<file path="config.mk">
export PLATFORM = sky130hd
export DESIGN_NAME = fpu_operand_sequencer
export DESIGN_NICKNAME = d
export VERILOG_FILES = /design/src/rtl/fpu_operand_sequencer.sv
export SDC_FILE = /design/constraint.sdc
export NUM_CORES = 1
export LEC_CHECK = 0
export ABC_AREA = 1
export ABC_CLOCK_PERIOD_IN_PS = 3550
export CAP_MARGIN = 20
export CORE_AREA = 4 4 115 117
export DETAILED_ROUTE_END_ITERATION = 10
export DIE_AREA = 0 0 119 121
export PLACE_DENSITY_LB_ADDON = 0.05
export SLEW_MARGIN = 15
export SYNTH_ARGS = -nofsm -noshare
export SYNTH_HDL_FRONTEND = slang
export SYNTH_SLANG_ARGS = --single-unit
</file>
<file path="constraint.sdc">
create_clock -name clk -period 3.55 [get_ports clk]
set_clock_uncertainty 0.15 [all_clocks]
set_input_delay 0.71 -clock clk [delete_from_list [all_inputs] [get_ports clk]]
set_output_delay 0.71 -clock clk [all_outputs]
set_load 0.02 [all_outputs]
</file>
<file path="src/rtl/fpu_operand_sequencer.sv">
// fpu_operand_sequencer
//   Pairs a stream of 32-bit words (A, then B) from one valid/ready bus and
//   presents them to the FPU through the input_a and input_b stb/ack
//   handshakes. op_sel is captured with the A word and holds until the FPU
//   result has been handed off (output_z stb/ack).
//
// Ports
//   clk, rsto                    clock, async active-high reset
//   in_data/in_op/in_valid       word source; in_op is sampled with the A word
//   in_ready                     a word is accepted this cycle
//   input_a/_stb/_ack            operand A handshake to the FPU
//   input_b/_stb/_ack            operand B handshake to the FPU
//   op_sel                       registered operation select
//   output_z_stb/_ack            FPU result handshake (monitored only)
//   busy                         operation in flight (SEND_A/SEND_B/WAIT_Z)
//   op_count                     completed operations, wraps at 16 bits
//   err_timeout                  sticky watchdog flag
//
// Build option
//   SEQ_TIMEOUT_EN : builds a watchdog that returns the FSM to LOAD_A after
//                    TIMEOUT_CYCLES in one SEND/WAIT state. Without it the
//                    FSM waits indefinitely and err_timeout is tied to 0.
module fpu_operand_sequencer #(
  parameter int TIMEOUT_CYCLES = 1024
) (
  input  logic        clk,
  input  logic        rsto,
  input  logic [31:0] in_data,
  input  logic [1:0]  in_op,
  input  logic        in_valid,
  output logic        in_ready,
  output logic [31:0] input_a,
  output logic        input_a_stb,
  input  logic        input_a_ack,
  output logic [31:0] input_b,
  output logic        input_b_stb,
  input  logic        input_b_ack,
  output logic [1:0]  op_sel,
  input  logic        output_z_stb,
  input  logic        output_z_ack,
  output logic        busy,
  output logic [15:0] op_count,
  output logic        err_timeout
);

  typedef enum logic [2:0] {
    IDLE   = 3'd0,
    LOAD_A = 3'd1,
    LOAD_B = 3'd2,
    SEND_A = 3'd3,
    SEND_B = 3'd4,
    WAIT_Z = 3'd5
  } state_t;

  state_t      state_q, state_d;
  logic [31:0] input_a_q, input_a_d;
  logic [31:0] input_b_q, input_b_d;
  logic [1:0]  op_sel_q, op_sel_d;
  logic [15:0] op_count_q, op_count_d;

`ifdef SEQ_TIMEOUT_EN
  localparam int CW = (TIMEOUT_CYCLES < 2) ? 1 : $clog2(TIMEOUT_CYCLES);
  logic [CW-1:0] tmo_cnt_q, tmo_cnt_d;
  logic          err_timeout_q, err_timeout_d;
`endif

  always_ff @(posedge clk or posedge rsto) begin
    if (rsto) begin
      state_q    <= IDLE;
      input_a_q  <= '0;
      input_b_q  <= '0;
      op_sel_q   <= '0;
      op_count_q <= '0;
`ifdef SEQ_TIMEOUT_EN
      tmo_cnt_q     <= '0;
      err_timeout_q <= 1'b0;
`endif
    end else begin
      state_q    <= state_d;
      input_a_q  <= input_a_d;
      input_b_q  <= input_b_d;
      op_sel_q   <= op_sel_d;
      op_count_q <= op_count_d;
`ifdef SEQ_TIMEOUT_EN
      tmo_cnt_q     <= tmo_cnt_d;
      err_timeout_q <= err_timeout_d;
`endif
    end
  end

  always_comb begin
    state_d    = state_q;
    input_a_d  = input_a_q;
    input_b_d  = input_b_q;
    op_sel_d   = op_sel_q;
    op_count_d = op_count_q;
`ifdef SEQ_TIMEOUT_EN
    tmo_cnt_d     = tmo_cnt_q;
    err_timeout_d = err_timeout_q;
`endif
    // in_ready is high exactly in LOAD_A/LOAD_B, so in_valid alone marks a
    // transfer in those states.
    case (state_q)
      IDLE:   state_d = LOAD_A;
      LOAD_A: if (in_valid) begin
        state_d   = LOAD_B;
        input_a_d = in_data;
        op_sel_d  = in_op;
`ifdef SEQ_TIMEOUT_EN
        err_timeout_d = 1'b0;
`endif
      end
      LOAD_B: if (in_valid) begin
        state_d   = SEND_A;
        input_b_d = in_data;
      end
      SEND_A: if (input_a_ack) state_d = SEND_B;
      SEND_B: if (input_b_ack) state_d = WAIT_Z;
      WAIT_Z: if (output_z_stb && output_z_ack) begin
        state_d    = LOAD_A;
        op_count_d = op_count_q + 16'd1;
      end
      default: state_d = IDLE;
    endcase
`ifdef SEQ_TIMEOUT_EN
    // Counter restarts on every state change; a timed-out state has no exit
    // this cycle, so the op_count increment above never coincides with it.
    if (state_d != state_q) begin
      tmo_cnt_d = '0;
    end else if (state_q == SEND_A || state_q == SEND_B || state_q == WAIT_Z) begin
      if (tmo_cnt_q == CW'(TIMEOUT_CYCLES - 1)) begin
        state_d       = LOAD_A;
        err_timeout_d = 1'b1;
        tmo_cnt_d     = '0;
      end else begin
        tmo_cnt_d = tmo_cnt_q + 1'b1;
      end
    end
`endif
  end

  assign in_ready    = (state_q == LOAD_A) || (state_q == LOAD_B);
  assign input_a_stb = (state_q == SEND_A);
  assign input_b_stb = (state_q == SEND_B);
  assign busy        = (state_q == SEND_A) || (state_q == SEND_B) || (state_q == WAIT_Z);
  assign input_a     = input_a_q;
  assign input_b     = input_b_q;
  assign op_sel      = op_sel_q;
  assign op_count    = op_count_q;

`ifdef SEQ_TIMEOUT_EN
  assign err_timeout = err_timeout_q;
`else
  logic unused_tmo;
  assign unused_tmo  = ^TIMEOUT_CYCLES;
  assign err_timeout = 1'b0;
`endif

endmodule

</file>
After elaboration in Yosys (flattened, before gate mapping)
Cells that the tools add are included. W data, S select, Z words.

Flip-flop bits (word level): 85. Latch bits: 0. Bits in writable memories: 0. Bits in read-only memories: 0. Input bits: 41. Output and inout port bits: 87. Memories kept: 0.

Add/sub/neg operators: 1. Multiply operators: 0. Div/mod/pow operators: 0. Magnitude comparators: 0. Equal/unequal tests: 10. Shifts and indexed selects: 0. Mux-type cells: 6. Bitwise gates (word level): 0. Reductions and logical operators: 9.

Operators by type and width (count): $pmux W3 S6 (1); $add A16 B1 Y16 const B (1); $mux W3 (5); $eq A3 B2 Y1 const B (2); $eq A3 B3 Y1 const B (2); $ne A2 B2 Y1 const B (3); $reduce_and A2 Y1 (3); $reduce_and A5 Y1 (1); $ne A2 B1 Y1 const B (2); $eq A3 B1 Y1 const B (1); $logic_not A3 Y1 (1); $logic_or A1 B1 Y1 (3); $logic_and A1 B1 Y1 (1).

Depth between registers and ports, before layout
Gate-level depths: netlist of run 1.

Depth after elaboration: 3. Depth in mapped cells: 8. Mapped depth without buffers: 8.

Worst setup path before layout of run 1
No wires, ideal clock.

Path type: register to output. Start: reg state_q[2]. End: out busy. Data arrival time: 0.934 ns. Required time: 2.690 ns. Path slack: 1.756 ns. Stages on the path, launching flop included: 5. Cells stage by stage: dfrtp_1 buf_2 nor2_2 nand2_1 nand3_1.

Longest elaborated chain between the ends: 3.

Ends and longest elaborated chain: start: declaration (RTL line 55) `state_t state_q, state_d;`; start signal: assignment (RTL line 79) `state_q <= state_d;`; $eq A3 B2 Y1 / $eq A3 B3 Y1 (equally long branches) (RTL line 145) `assign busy = (state_q == SEND_A) || (state_q == SEND_B) || (state_q == WAIT_Z);`; $logic_or A1 B1 Y1 (RTL line 145); $logic_or A1 B1 Y1 (*) (RTL line 145); end: declaration (RTL line 41) `output logic busy,`.

Mark *: on every way between the ends. The rest lies on a longest branch, timed or not.

Worst setup path after layout of run 1
Start: reg state_q[0]. End: out in_ready.

Longest elaborated chain between the ends: 2.

Ends and longest elaborated chain: $eq A3 B1 Y1 / $eq A3 B2 Y1 (equally long branches) (RTL line 142) `assign in_ready = (state_q == LOAD_A) || (state_q == LOAD_B);`; $logic_or A1 B1 Y1 (*) (RTL line 142); end: declaration (RTL line 31) `output logic in_ready,`.

Marks and branches as above.

==> impl_metrics.env, run 1 <==
export IMPL_grt_max_degree=86
export IMPL_final_period_utilization_pct=76.9
export IMPL_seq_area_frac_synth_pct=59.5
export IMPL_status="complete, no violations"
export IMPL_wl_mm=9.09
export IMPL_syn_instance_count=388
export IMPL_worst_path_buf_inv=2
export IMPL_timing_hold_ws_ns=0.333
export IMPL_multi_input_area_mm2=0.00116
export IMPL_finalHoldViolCount=0
export IMPL_slowest_stage="clkdlybuf4s50_1"
export IMPL_synth_area_mm2=0.00358
export IMPL_clkTransAtPathRegs_ns=0.06
export IMPL_comb_power_share_pct=43.1
export IMPL_fin_util_pct=42.9
export IMPL_first_global_vias=2809
export IMPL_worstHoldStart="input_a[25]$_DFFE_PP0P_"
export IMPL_insertion_delay_ns=0.33
export IMPL_hp_class="reg2reg"
export IMPL_crit_path_max_incr_delay_ns=0.61
export IMPL_power_switching_w=0.00166
export IMPL_r2r_start="state_q[2]$_DFFE_PP0P_"
export IMPL_clock_root_buffer="clkbuf_16"
export IMPL_ios=128
export IMPL_cp_end_kind="output pin"
export IMPL_seq_area_mm2=0.00213
export IMPL_firstDrtPassIters=4
export IMPL_critical_path_cell_chain="inv_2, nor2_4, nand2_1, nand2_1, clkdlybuf4s50_1"
export IMPL_power_share_sequential_pct=35.7
export IMPL_layout_nets=555
export IMPL_core_area_mm2=0.0124
export IMPL_dieArea_mm2=0.0144
export IMPL_arrival_ns=1.87
export IMPL_total_power_w=0.00449
export IMPL_max_slew_margin_pct=49.5
export IMPL_die_h_um=121
export IMPL_drt_wirelength_per_cell_um=13.2
export IMPL_row_count=41
export IMPL_tightest_slew_ns=0.757
export IMPL_fin_tns_setup_ns=0
export IMPL_start_util_pct=28.9
export IMPL_swShare_pct=36.9
export IMPL_ys_ff_latch=85
export IMPL_track_usage_pct=12.9
export IMPL_cts_buffers=9
export IMPL_drt_iter0_drc=124
export IMPL_clockPowerShare_pct=21.2
export IMPL_yosys_warnings=0
export IMPL_portBuffers=126
export IMPL_clockBufferDepth=2
export IMPL_ir_drop_uv=321
export IMPL_hpwl_mm=6.53
export IMPL_yosysUniqueCellTypes=28
export IMPL_antenna_cells=0
export IMPL_path_common_cell="nand2_1"
export IMPL_internal_power_w=0.00283
export IMPL_finalSetupViolCount=0
export IMPL_viasPerCell=4.15
export IMPL_rsz0062_at_grt="no"
export IMPL_crit_family="buffers and inverters"
export IMPL_drive_above_1_share_pct=6.20
export IMPL_critPathKind="reg2out"
export IMPL_grt_pass1_wl_mm=14.6
export IMPL_fmax_ghz=0.366
export IMPL_cts_tree="yes"
export IMPL_avgSynthCellArea_um2=9.22
export IMPL_cts_repair_resized=0
export IMPL_gp_congestion=0.733
export IMPL_power_density_mw_per_mm2=847
export IMPL_overflow=0
export IMPL_fill_cells=1237
export IMPL_via_count=2852
export IMPL_die_w_um=119
export IMPL_cts_htree_levels=3
export IMPL_critPathRequiredTime_ns=2.69
export IMPL_cts_sinks=85
export IMPL_cap_viol_max_count=0
export IMPL_p_leak_nw=2.52
export IMPL_cts_setup_buffers=0
export IMPL_post_place_ws_ns=0.878
export IMPL_ant_nets=0
export IMPL_finalMaxSlewViolations=0
export IMPL_cts_hold_fix_buffers=0
export IMPL_cp_max_fo=7
export IMPL_crit_start="state_q[0]$_DFFE_PP0P_"
export IMPL_min_period_ns=2.73
export IMPL_syn2layout_area_growth_pct=48.2
export IMPL_syn_num_nets=430
export IMPL_drc=0
export IMPL_antenna_found_initial=0
export IMPL_worst_slack_ns=0.819
export IMPL_startpoint_type="register"
## metal layers
layer | vias to the layer above | GRT usage (%) | part of all wire (%)
met2 | 74 | 21.1 | 49
met1 | 1308 | 15.4 | 43
met3 | 10 | 4.90 | 7.2
met5 | - | 0 | 0
met4 | 0 | 4.78 | 1.4
li1 | 1460 | - | -
## cell type report
type / instances / area share (%)
sequential: 85 / 40.1
timing repair buffer: 129 / 24.5
multi-input combinational: 235 / 21.9
clock buffer: 13 / 5.10
tap: 172 / 4.06
inverter: 53 / 3.78
clock inverter: 1 / 0.567
## path summary, 6_finish.rpt
path	to	cells after the start	slack, ns
worst min-delay path	input_a[25]$_DFFE_PP0P_	2	0.33
worst max register to register	input_b[15]$_DFFE_PP0P_	5	1.55
min in group asynchronous	state_q[0]$_DFFE_PP0P_	3	0.63
max in group asynchronous	input_a[21]$_DFFE_PP0P_	3	2.22
worst max-delay path	in_ready	5	0.82
worst min register to register	input_a[25]$_DFFE_PP0P_	2	0.33
## power groups by stage
stage	registers (W)	clock network, W	logic, W
6_report	0.00160	0.000953	0.00193
5_1_grt	0.00165	0.00102	0.00210
4_1_cts	0.00161	0.000987	0.00198
3_5_place_dp	0.00162	0	0.00197
3_3_place_gp	0.00162	0	0.00196
2_1_floorplan	0.00200	0	0.000598
## cell usage after synthesis
master | count | area share (%)
xor2_1 | 5 | 1.2
nor3_1 | 1 | 0.14
nand2_2 | 1 | 0.17
clkbuf_1 | 5 | 0.52
dfrtp_1 | 85 | 59
o21ai_1 | 17 | 2.4
buf_6 | 3 | 0.94
nand2_1 | 110 | 12
nand3b_1 | 4 | 0.84
conb_1 | 1 | 0.10
buf_2 | 6 | 0.84
o21a_1 | 1 | 0.21
nor2_2 | 2 | 0.35
nor2_4 | 2 | 0.63
nand3_4 | 2 | 0.98
o21ai_0 | 46 | 6.4
a21oi_1 | 2 | 0.28
inv_1 | 51 | 5.4
ha_1 | 1 | 0.35
nand3_1 | 13 | 1.8
xnor2_1 | 5 | 1.2
inv_2 | 2 | 0.21
nand3_2 | 1 | 0.28
nor2_1 | 12 | 1.3
nor2_8 | 1 | 0.56
nand4_1 | 4 | 0.70
o21ai_2 | 4 | 0.98
buf_4 | 1 | 0.21
## worst register-to-register path, stage by stage, from the launching register on
cell,delay [ns]
dfrtp_1,0.50
nor2_2,0.23
nand3_2,0.44
buf_4,0.40
nand2_1,0.07
o21ai_0,0.08
## kinds of logic (layout without fill, tap and decap cells)
kind of cell	Yosys count	after routing	share of synthesized area [%]
other	1	1	0.105
and+or+nand+nor	153	153	19.3
DFF	85	85	59.5
buffers and inverters	68	196	8.08
AOI/OAI and AO/OA	70	70	10.3
adders and majority gates	1	1	0.350
xor gates and xnor gates	10	10	2.45
## flip-flops by register name (all words and copies together), names as in the netlist
name      count
input_a      32
state_q       3
op_sel        2
input_b      32
op_count     16
## through the flow
step	cells	area, µm²
after floorplan	388	3580
after global placement	674	5000
after detailed placement	674	5000
after CTS	688	5300
after global routing	688	5300
final	688	5300
## placed cells by master (no fill, tap or decap), drive strengths merged
cell,n
a21oi,2
buf,3
bufinv,1
clkbuf,13
clkdlybuf4s50,126
clkinv,1
conb,1
dfrtp,85
ha,1
inv,52
nand2,111
nand3,16
nand3b,4
nand4,4
nor2,17
nor3,1
o21a,1
o21ai,67
xnor2,5
xor2,5
Note: power is estimated with default switching activity, not from simulation.
==> inputs of run 2 (changes only) <==
--- a/config.mk
+++ b/config.mk
@@ -6,7 +6,7 @@
 export NUM_CORES = 1
 export LEC_CHECK = 0
 export ABC_AREA = 1
-export ABC_CLOCK_PERIOD_IN_PS = 3550
+export ABC_CLOCK_PERIOD_IN_PS = 2830
 export CAP_MARGIN = 20
 export CORE_AREA = 4 4 115 117
 export DETAILED_ROUTE_END_ITERATION = 10
==> constraint.sdc (replaced) <==
create_clock -name clk -period 2.83 [get_ports clk]
set_clock_uncertainty 0.15 [all_clocks]
set_input_delay 0.566 -clock clk [delete_from_list [all_inputs] [get_ports clk]]
set_output_delay 0.566 -clock clk [all_outputs]
set_load 0.02 [all_outputs]
==> impl_metrics.env, run 2 (synthesized netlist as in run 1, its figures left out) <==
export IMPL_layout_cells_most_common="clkdlybuf4s50_1"
export IMPL_antenna_cells=0
export IMPL_grt_pass1_wl_mm=14.7
export IMPL_internal_power_w=0.00344
export IMPL_cts_setup_buffers=0
export IMPL_cts_htree_levels=3
export IMPL_row_count=41
export IMPL_firstDrtPassIters=4
export IMPL_fmax_ghz=0.391
export IMPL_via_count=2864
export IMPL_layout_nets=555
export IMPL_track_usage_pct=12.9
export IMPL_cp_end_kind="output pin"
export IMPL_cts_sinks=85
export IMPL_clockBufferDepth=2
export IMPL_r2r_start="state_q[0]$_DFFE_PP0P_"
export IMPL_worstHoldStart="input_a[28]$_DFFE_PP0P_"
export IMPL_insertion_delay_ns=0.33
export IMPL_cts_buffers=9
export IMPL_clockPowerShare_pct=19.2
export IMPL_cap_viol_max_count=0
export IMPL_fin_tns_setup_ns=0
export IMPL_cts_hold_fix_buffers=0
export IMPL_viasPerCell=4.16
export IMPL_ios=128
export IMPL_highest_layer="met4"
export IMPL_met1_length_mm=4.08
export IMPL_wl_mm=8.91
export IMPL_finalMaxSlewViolations=0
export IMPL_clkTransAtPathRegs_ns=0.06
export IMPL_cp_max_fo=8
export IMPL_crit_start="state_q[2]$_DFFE_PP0P_"
export IMPL_die_h_um=121
export IMPL_cts_repair_resized=0
export IMPL_dieArea_mm2=0.0144
export IMPL_gp_congestion=0.762
export IMPL_swShare_pct=37.5
export IMPL_status="complete, no violations"
export IMPL_die_w_um=119
export IMPL_ant_nets=0
export IMPL_antenna_found_initial=0
export IMPL_placed_cell_area_mm2=0.00503
export IMPL_drt_wirelength_per_cell_um=12.9
export IMPL_cts_tree="yes"
export IMPL_arrival_ns=1.84
export IMPL_p_leak_nw=2.51
export IMPL_startpoint_type="register"
export IMPL_power_switching_w=0.00206
export IMPL_final_area_mm2=0.00529
export IMPL_hp_class="reg2reg"
export IMPL_grt_max_degree=86
export IMPL_start_util_pct=28.9
export IMPL_critPathRequiredTime_ns=2.11
export IMPL_first_global_vias=2852
export IMPL_comb_power_share_pct=44.5
export IMPL_portBuffers=126
export IMPL_timing_hold_ws_ns=0.329
export IMPL_core_area_mm2=0.0124
export IMPL_drt_iter0_drc=184
export IMPL_rsz0062_at_grt="no"
export IMPL_power_share_sequential_pct=36.2
export IMPL_drive_above_1_share_pct=6.00
export IMPL_drc=0
export IMPL_ir_drop_uv=404
export IMPL_finalHoldViolCount=0
export IMPL_final_period_utilization_pct=90.5
export IMPL_critPathKind="reg2out"
export IMPL_hpwl_mm=6.32
export IMPL_syn2layout_area_growth_pct=47.8
export IMPL_overflow=0
export IMPL_min_period_ns=2.56
export IMPL_final_cell_mix="clkdlybuf4s50_1 (126), nand2_1 (110), dfrtp_1 (85), inv_1 (50), o21ai_0 (46)"
export IMPL_finalSetupViolCount=0
export IMPL_clock_root_buffer="clkbuf_16"
export IMPL_wl_met2_mm=4.07
export IMPL_power_density_mw_per_mm2=1040
export IMPL_met3_length_um=624
[run 2: cell types whose count changed in the layout (fill, tap and decap cells not counted), sizes merged]
| cell | previous run | this run |
|---|---|---|
| clkinvlp | 0 | 1 |
| bufinv | 1 | 0 |
| clkinv | 1 | 2 |
[run 2: per-layer routing]
| metal | up-vias | track usage, % |
|---|---|---|
| met3 | 9 | 4.29 |
| met5 | - | 0 |
| met1 | 1322 | 17.2 |
| met2 | 72 | 19.3 |
| met4 | 0 | 5.65 |
| li1 | 1461 | - |
[run 2: worst max-delay path: stages (launching register included)]
cell	delay, ns
dfrtp_1	0.50
nor2_2	0.21
nand2_1	0.11
nand3_1	0.09
clkdlybuf4s50_1	0.60
[run 2: final timing paths]
path                                           endpoint  slack, ns  depth (start not counted)
worst max-delay path                               busy       0.27                          4
worst min-delay path            input_a[28]$_DFFE_PP0P_       0.33                          2
worst max register to register    op_sel[1]$_DFFE_PP0P_       1.10                          6
worst min register to register  input_a[28]$_DFFE_PP0P_       0.33                          2
max in group asynchronous       input_b[11]$_DFFE_PP0P_       1.59                          3
min in group asynchronous        state_q[1]$_DFFE_PP0P_       0.55                          3
[run 2: layout make-up]
cell class | instances | area (µm²)
timing repair buffer | 129 | 1320
fill | 1253 | 7080
tap | 172 | 215
sequential | 85 | 2130
clock inverter | 2 | 10.0
multi-input combinational | 235 | 1160
clock buffer | 13 | 250
inverter | 53 | 203
[run 2: metrics by stage]
step,util [%],setup WS (ns),instances,power (W)
after global placement,40.7,0.587,674,0.00449
final,42.8,0.270,689,0.00550
after CTS,42.8,0.253,689,0.00560
after floorplan,-,1.13,388,0.00326
after detailed placement,40.7,0.574,674,0.00451
after global routing,42.8,0.130,689,0.00591
[run 2: power by group through the flow]
stage | clock network (W) | logic (W) | registers, W
after floorplan | 0 | 0.000751 | 0.00251
after global placement | 0 | 0.00247 | 0.00202
after detailed placement | 0 | 0.00249 | 0.00201
after CTS | 0.00110 | 0.00250 | 0.00200
after global routing | 0.00116 | 0.00268 | 0.00207
final | 0.00106 | 0.00245 | 0.00199
==> inputs of run 3 (changes only) <==
--- a/config.mk
+++ b/config.mk
@@ -6,11 +6,12 @@
 export NUM_CORES = 1
 export LEC_CHECK = 0
 export ABC_AREA = 1
-export ABC_CLOCK_PERIOD_IN_PS = 2830
+export ABC_CLOCK_PERIOD_IN_PS = 2900
 export CAP_MARGIN = 20
 export CORE_AREA = 4 4 115 117
 export DETAILED_ROUTE_END_ITERATION = 10
 export DIE_AREA = 0 0 119 121
+export GPL_TIMING_DRIVEN = 0
 export PLACE_DENSITY_LB_ADDON = 0.05
 export SLEW_MARGIN = 15
 export SYNTH_ARGS = -nofsm -noshare
==> constraint.sdc (replaced) <==
create_clock -name clk -period 2.9 [get_ports clk]
set_clock_uncertainty 0.15 [all_clocks]
set_input_delay 0.58 -clock clk [delete_from_list [all_inputs] [get_ports clk]]
set_output_delay 0.58 -clock clk [all_outputs]
set_load 0.02 [all_outputs]
==> impl_metrics.env, run 3 (synthesized netlist as in run 1, its figures left out) <==
export IMPL_ir_drop_uv=499
export IMPL_cp_max_fo=7
export IMPL_gp_congestion=0.768
export IMPL_worst_path_buf_inv=2
export IMPL_first_global_vias=3103
export IMPL_final_cell_mix="clkdlybuf4s50_1 (126), nand2_1 (110), dfrtp_1 (85), inv_1 (50), o21ai_0 (46)"
export IMPL_max_slew_margin_pct=57.0
export IMPL_insertion_delay_ns=0.34
export IMPL_cts_buffers=9
export IMPL_fmax_ghz=0.386
export IMPL_final_area_mm2=0.00540
export IMPL_clockBufferDepth=2
export IMPL_layout_nets=569
export IMPL_cp_end_kind="output pin"
export IMPL_dieArea_mm2=0.0144
export IMPL_finalHoldViolCount=0
export IMPL_placed_cell_area_mm2=0.00510
export IMPL_cts_sinks=85
export IMPL_critical_path_cell_chain="inv_2, nor2_4, nand2_1, nand2_1, clkdlybuf4s50_1"
export IMPL_crit_family="buffers and inverters"
export IMPL_start_util_pct=28.9
export IMPL_clock_root_buffer="clkbuf_16"
export IMPL_cts_tree="yes"
export IMPL_crit_path_max_incr_delay_ns=0.62
export IMPL_final_period_utilization_pct=89.3
export IMPL_via_count=3020
export IMPL_wl_mm=9.78
export IMPL_critPathRequiredTime_ns=2.17
export IMPL_die_h_um=121
export IMPL_overflow=0
export IMPL_grt_pass1_wl_mm=16.0
export IMPL_cap_viol_max_count=0
export IMPL_cts_hold_fix_buffers=0
export IMPL_layout_cells_most_common="clkdlybuf4s50_1"
export IMPL_track_usage_pct=14.3
export IMPL_drive_above_1_share_pct=8.27
export IMPL_power_density_mw_per_mm2=1030
export IMPL_startpoint_type="register"
export IMPL_cts_repair_resized=0
export IMPL_min_period_ns=2.59
export IMPL_slowest_stage="clkdlybuf4s50_1"
export IMPL_drt_iter0_drc=136
export IMPL_core_area_mm2=0.0124
export IMPL_antenna_found_initial=0
export IMPL_tightest_slew_ns=0.644
export IMPL_wl_met2_mm=4.74
export IMPL_path_common_cell="nand2_1"
export IMPL_drc=0
export IMPL_die_w_um=119
export IMPL_cts_setup_buffers=0
export IMPL_status="complete, no violations"
export IMPL_met3_length_um=804
export IMPL_clkTransAtPathRegs_ns=0.06
export IMPL_met1_length_mm=4.11
export IMPL_hpwl_mm=7.30
export IMPL_viasPerCell=4.29
export IMPL_fin_util_pct=43.7
export IMPL_hp_class="reg2reg"
export IMPL_finalMaxSlewViolations=0
export IMPL_fin_tns_setup_ns=0
export IMPL_finalSetupViolCount=0
export IMPL_drt_wirelength_per_cell_um=13.9
export IMPL_ios=128
export IMPL_portBuffers=126
export IMPL_syn2layout_area_growth_pct=50.9
export IMPL_firstDrtPassIters=6
export IMPL_highest_layer="met4"
export IMPL_p_leak_nw=2.56
export IMPL_critPathKind="reg2out"
export IMPL_ff2ff_setup_slack_ns=1.17
export IMPL_row_count=41
export IMPL_cts_htree_levels=3
export IMPL_arrival_ns=1.86
export IMPL_antenna_cells=0
export IMPL_rsz0062_at_grt="no"
export IMPL_ant_nets=0
export IMPL_grt_max_degree=35
## run 3: changes by cell type in the layout (fill, tap and decap cells not counted)
cell / delta
buf_2: +6
buf_6: +3
clkbuf_1: +2
buf_12: -1
buf_4: +1
bufinv_16: +1
clkinv_2: +1
clkinvlp_4: +1
inv_6: +1
## run 3: worst paths after layout
| kind | startpoint | endpoint | cells after the start |
|---|---|---|---|
| max | state_q[0]$_DFFE_PP0P_ | in_ready | 5 |
| min | input_b[8]$_DFFE_PP0P_ | input_b[8]$_DFFE_PP0P_ | 2 |
| max reg2reg | state_q[2]$_DFFE_PP0P_ | input_b[10]$_DFFE_PP0P_ | 5 |
| min reg2reg | input_b[8]$_DFFE_PP0P_ | input_b[8]$_DFFE_PP0P_ | 2 |
| max in group asynchronous | rsto | input_b[12]$_DFFE_PP0P_ | 3 |
| min in group asynchronous | rsto | input_b[22]$_DFFE_PP0P_ | 2 |
## run 3: area by class of cell
type / instances / area (µm²)
repair buffers: 128 / 1300
fillers: 1229 / 6970
clock inverters: 6 / 61.3
inverters: 53 / 203
flip-flops and latches: 85 / 2130
multi-input cells: 235 / 1160
clock buffers: 10 / 239
well taps: 172 / 215
plain buffers: 15 / 90.1
## run 3: per-stage QoR
step / setup slack, ns / hold slack (ns) / std cells / power (W)
after floorplan: 1.19 / 0.436 / 388 / 0.00319
after global placement: 0.132 / 0.317 / 686 / 0.00444
after detailed placement: 0.571 / 0.323 / 688 / 0.00448
after CTS: 0.266 / 0.339 / 704 / 0.00568
after global routing: 0.159 / 0.356 / 704 / 0.00596
final: 0.311 / 0.333 / 704 / 0.00557
## run 3: power breakdown
part	total, W	switching (W)	internal (W)
clock	0.00116	0.000473	0.000689
combinational	0.00247	0.00134	0.00113
sequential	0.00193	0.000287	0.00165
## run 3: worst reg2reg max path: cells and delay by family (launching register included)
family	cells	cell delay [ns]
AO/OA/AOI/OAI	1	0.24
buffers and inverters	2	0.48
flip-flops	1	0.35
AND/OR/NAND/NOR	2	0.42
## run 3: per-layer routing
layer	global-route usage, %	up-vias
met5	0	-
met4	4.34	0
met3	6.85	10
met2	23.7	89
met1	16.4	1432
li1	-	1489
